### src/rtl/i2c_master.sv
// Byte-level I2C initiator: START / WRITE / READ / STOP executed one command at a time.
// Optional clock stretching is enabled by defining I2C_CLK_STRETCH_EN.
module i2c_master #(
  parameter int unsigned CLK_DIV = 25
) (
  input  logic       clk,
  input  logic       reset,
  input  logic       cmd_valid,
  output logic       cmd_ready,
  input  logic [1:0] cmd,
  input  logic [7:0] wr_data,
  input  logic       rd_ack,
  output logic [7:0] rd_data,
  output logic       ack_o,
  output logic       done,
  output logic       err,
  output logic       busy,
  input  logic       scl_i,
  output logic       scl_o,
  input  logic       sda_i,
  output logic       sda_o
);

  localparam int unsigned CntW = $clog2(CLK_DIV);
  localparam logic [CntW-1:0] CntLast = CntW'(CLK_DIV - 1);
  localparam logic [CntW-1:0] CntPre  = CntW'(CLK_DIV - 2);

  localparam logic [1:0] CmdStart = 2'b00;
  localparam logic [1:0] CmdRead  = 2'b10;
  localparam logic [1:0] CmdStop  = 2'b11;

  typedef enum logic [2:0] {StIdle, StStart, StBit, StAck, StStop, StErr} state_e;

  state_e          state_q;
  logic [CntW-1:0] cnt_q;
  logic [1:0]      phase_q;
  logic [2:0]      bit_q;
  logic [7:0]      data_q;
  logic            is_read_q;
  logic            rd_ack_q;
  logic            stall;
  logic            tick;
  logic            pre_done;

`ifdef I2C_CLK_STRETCH_EN
  // Target may hold SCL low after we release it; freeze the quarter timer until it lets go.
  assign stall = (phase_q == 2'd1) && (cnt_q == '0) && !scl_i;
`else
  logic unused_scl_i;
  assign unused_scl_i = scl_i;
  assign stall = 1'b0;
`endif

  assign tick     = (cnt_q == CntLast);
  assign pre_done = (cnt_q == CntPre) && (phase_q == 2'd3) &&
                    ((state_q == StStart) || (state_q == StAck) || (state_q == StStop));

  // Line levels {scl, sda} on entry to quarter ph; bit_val is the SDA level for BIT/ACK q0.
  function automatic logic [1:0] phase_lines(state_e st, logic [1:0] ph, logic scl_cur,
                                             logic sda_cur, logic bit_val);
    logic [1:0] l;
    l = {scl_cur, sda_cur};
    case (st)
      StStart: begin
        case (ph)
          2'd0:    l = {scl_cur, 1'b1};
          2'd1:    l = {1'b1, sda_cur};
          2'd2:    l = 2'b10;
          default: l = 2'b00;
        endcase
      end
      StStop: begin
        case (ph)
          2'd0:    l = 2'b00;
          2'd1:    l = 2'b10;
          default: l = 2'b11;
        endcase
      end
      StBit, StAck: begin
        case (ph)
          2'd0:    l = {1'b0, bit_val};
          2'd1,
          2'd2:    l = {1'b1, sda_cur};
          default: l = {1'b0, sda_cur};
        endcase
      end
      default: l = {scl_cur, sda_cur};
    endcase
    return l;
  endfunction

  always_ff @(posedge clk) begin
    if (reset) begin
      state_q   <= StIdle;
      cnt_q     <= '0;
      phase_q   <= '0;
      bit_q     <= '0;
      data_q    <= '0;
      is_read_q <= 1'b0;
      rd_ack_q  <= 1'b0;
      cmd_ready <= 1'b1;
      rd_data   <= 8'h00;
      ack_o     <= 1'b0;
      done      <= 1'b0;
      err       <= 1'b0;
      busy      <= 1'b0;
      scl_o     <= 1'b1;
      sda_o     <= 1'b1;
    end else begin
      done <= 1'b0;
      err  <= 1'b0;
      unique case (state_q)
        StIdle: begin
          if (cmd_valid && cmd_ready) begin
            cmd_ready <= 1'b0;
            cnt_q     <= '0;
            phase_q   <= '0;
            bit_q     <= '0;
            data_q    <= wr_data;
            is_read_q <= (cmd == CmdRead);
            rd_ack_q  <= rd_ack;
            if (cmd == CmdStart) begin
              state_q        <= StStart;
              {scl_o, sda_o} <= phase_lines(StStart, 2'd0, scl_o, sda_o, 1'b1);
            end else if (!busy) begin
              state_q <= StErr;
            end else if (cmd == CmdStop) begin
              state_q        <= StStop;
              {scl_o, sda_o} <= phase_lines(StStop, 2'd0, scl_o, sda_o, 1'b1);
            end else begin
              state_q        <= StBit;
              {scl_o, sda_o} <= phase_lines(StBit, 2'd0, scl_o, sda_o,
                                            (cmd == CmdRead) | wr_data[7]);
            end
          end
        end
        StErr: begin
          // First cycle raises done/err, second returns to idle so ready follows done.
          if (!err) begin
            done <= 1'b1;
            err  <= 1'b1;
          end else begin
            state_q   <= StIdle;
            cmd_ready <= 1'b1;
          end
        end
        default: begin
          if (pre_done) begin
            done <= 1'b1;
            if (state_q == StStart) busy <= 1'b1;
            else if (state_q == StStop) busy <= 1'b0;
          end
          if (!stall) begin
            if (!tick) begin
              cnt_q <= cnt_q + CntW'(1);
            end else begin
              cnt_q <= '0;
              if (phase_q == 2'd1) begin
                if ((state_q == StBit) && is_read_q) rd_data <= {rd_data[6:0], sda_i};
                if ((state_q == StAck) && !is_read_q) ack_o <= ~sda_i;
              end
              if (phase_q != 2'd3) begin
                phase_q        <= phase_q + 2'd1;
                {scl_o, sda_o} <= phase_lines(state_q, phase_q + 2'd1, scl_o, sda_o, 1'b1);
              end else if (state_q == StBit) begin
                phase_q <= '0;
                data_q  <= {data_q[6:0], 1'b0};
                if (bit_q == 3'd7) begin
                  state_q        <= StAck;
                  {scl_o, sda_o} <= phase_lines(StAck, 2'd0, scl_o, sda_o,
                                                is_read_q ? ~rd_ack_q : 1'b1);
                end else begin
                  bit_q          <= bit_q + 3'd1;
                  {scl_o, sda_o} <= phase_lines(StBit, 2'd0, scl_o, sda_o,
                                                is_read_q | data_q[6]);
                end
              end else begin
                state_q   <= StIdle;
                cmd_ready <= 1'b1;
              end
            end
          end
        end
      endcase
    end
  end

endmodule
### config.mk
export PLATFORM = sky130hd
export DESIGN_NAME = i2c_master
export DESIGN_NICKNAME = d
export VERILOG_FILES = /design/src/rtl/i2c_master.sv
export SDC_FILE = /design/constraint.sdc
export NUM_CORES = 1
export LEC_CHECK = 0
export CAP_MARGIN = 10
export CORE_UTILIZATION = 54
export DETAILED_ROUTE_END_ITERATION = 8
export GPL_TIMING_DRIVEN = 0
export MAX_ROUTING_LAYER = met4
export PLACE_DENSITY = 0.81
export SLEW_MARGIN = 5
export SYNTH_ARGS = -nofsm -noshare
export SYNTH_HDL_FRONTEND = slang
export SYNTH_SLANG_ARGS = --single-unit
### constraint.sdc
create_clock -name clk -period 2.5 [get_ports clk]
set_clock_uncertainty 0.15 [all_clocks]
set_input_delay 0.375 -clock clk [delete_from_list [all_inputs] [get_ports clk]]
set_output_delay 0.375 -clock clk [all_outputs]
set_load 0.005 [all_outputs]
==> results.cfg <==
[status]
status = complete, no violations

[sta]
finalMaxSlewViolations = 0
tightest_slew_ps = 572
slew_headroom_pct = 61.7
worst_slack_ps = 329
rsz0062_at_grt = no
fin_setup_tns_ps = 0
setup_viol = 0
fin_crit_ps = 2170
holdWs_ps = 234
max_freq_mhz = 461
fin_crit_sh_pct = 86.8
final-hold-violation-count = 0

[floorplan]
initial_core_util_pct = 56.7
die_y_um = 64.0
ios = 31
die_w_um = 64.0
die_area_um2 = 4090
core_area_um2 = 3660
rows = 22

[setup_path]
crit_arrival_ps = 2250
cp.required_ps = 2580
crit_type = reg2reg
critPathCaptureType = flip-flop
critPathLaunchType = flip-flop
cp_max_fo = 10

[power_and_ir_drop]
cellLeakagePower_nw = 0.992
power_density_nw_per_um2 = 753
ir_drop_mv = 0.439

[clocking]
hold_buffers = 0
ctsResizeCount = 0
cts.clk_slew.worst_paths_ps = 70
h-tree-depth = 2
clockBufferDepth = 2
clkLatencyLatePin_ps = 290
clock-sinks = 37
cts_root_buf = clkbuf_8
post_cts_buffers = 0
numCtsBuffers = 5
cts_tree = done

[layout]
layout_common_cells = dfxtp_1, clkdlybuf4s50_1, nand2_1
area_growth_pct = 20.7
layout.nets = 298
fillers = 301
layout-drive-gt1-share_pct = 10.6
multi_input_area_um2 = 1190
layout_commonest_cell = dfxtp_1
diodes = 0
seqCellArea_um2 = 741

[worst_hold_path]
min_path_type = in2reg

[detailed_routing]
first_iter_violations = 162
antenna_left = 0
met3_length_um = 400
drt_pre_antenna_iters = 5
met1_length_mm = 2.24
topRoutingLayerUsed = met4
via_per_inst = 6.04
vias = 1944
wirelength_mm = 4.99
drcViolationCount = 0
wl_per_cell_um = 15.5
wl_met2_mm = 2.25

[logic_synthesis]
synth_area_um2 = 2070
synth-async-reset-ratio_pct = 0
synth_cell_types = 57
synthFlopType = dfxtp_1
ys_top_cells_by_area = dfxtp_1, mux2i_1, ha_1, a21oi_1, nand2_1
syn_avg_cell_area_um2 = 8.68
synth-edff-count = 0
yosys.area.top_type = dfxtp_1
synth.top_cell.area_share_pct = 35.7
synthCells = 239
yosys_warnings = 0
synth-seq-cells = 37
yosysSeqAreaShare_pct = 35.7
syn_nets = 263

[place]
place.gp.congestion = 0.992
dp_slack_ps = 372
dp_hpwl_mm = 3.64
io_buffers = 28

[global_routing]
grt_overflow = 0
antenna_found_initial = 0
grt_usage_pct = 28.3
grt_pass1_wl_mm = 8.51
grt_pass1_vias = 1797
grt_max_degree = 12

[flow_run]
drv_cap = 0
kinds of logic (layout without fill, tap and decap cells):
logic type,Yosys count,after routing,synth area share [%]
flip-flops,37,37,35.7
adder cells (fa/ha/maj),8,8,4.83
buffers and inverters,25,60,6.88
AND/OR/NAND/NOR,91,91,25.0
multiplexers,12,12,5.85
AO/OA/AOI/OAI,61,61,19.7
XOR/XNOR,5,5,2.11
where the power goes:
group	internal, mW	switching [mW]	total, mW
logic	0.299	0.438	0.737
registers	0.672	0.0578	0.730
clock network	0.218	0.202	0.420
final timing paths:
kind              startpoint        end  slack (ps)  depth (start not counted)
setup / recovery    cnt_q[0]   bit_q[0]         330                          7
hold / removal         reset  cmd_ready         230                          3
setup reg to reg    cnt_q[0]   bit_q[0]         330                          7
hold reg to reg     rd_ack_q   rd_ack_q         310                          2
critical path, stage by stage, from the launching register on:
cell	delay [ps]
dfxtp_1	330
inv_1	90
ha_1	230
and4b_1	240
buf_2	220
nand2_1	100
nor4_1	500
mux2_2	250
synth_stat cells, types with 5 or more instances:
cell type and number:
inv_1 9, nand2_1 21, buf_2 6, ha_1 8
a21oi_1 17, o21ai_0 10, dfxtp_1 37, nor2_1 16
nand3_1 9, nor3_1 12, nor4_1 5, a311oi_1 6
mux2i_1 11
sequential cells by signal (all words and copies together), names as in the netlist:
signal     count
rd_data        8
data_q         7
cnt_q          5
bit_q          3
state_q        3
phase_q        2
ack_o          1
busy           1
cmd_ready      1
done           1
err            1
is_read_q      1
rd_ack_q       1
scl_o          1
sda_o          1
per-layer routing:
layer,vias to the layer above,global-route usage [%]
met5,-,-
li1,948,-
met1,893,36.2
met2,93,42.2
met4,0,12.5
met3,10,6.96
final cells by class:
cell class	instances	share of cell area [%]
multi-input cells	177	47.6
plain buffers	15	4.10
well taps	48	2.40
clock inverters	1	0.300
inverters	10	1.60
flip-flops and latches	37	29.6
clock buffers	6	3.30
repair buffers	28	11.2
metrics by stage:
stage / area, um^2 / cells / util (%) / power [mW]
finish: 2500 / 322 / 68.4 / 1.89
global route: 2500 / 322 / 68.4 / 2.01
CTS: 2500 / 322 / 68.4 / 1.87
detailed placement: 2410 / 315 / 66.0 / 1.46
global placement: 2410 / 315 / 66.0 / 1.45
floorplan: 2070 / 239 / - / 1.26
Note: power is estimated with default switching activity, not from simulation.
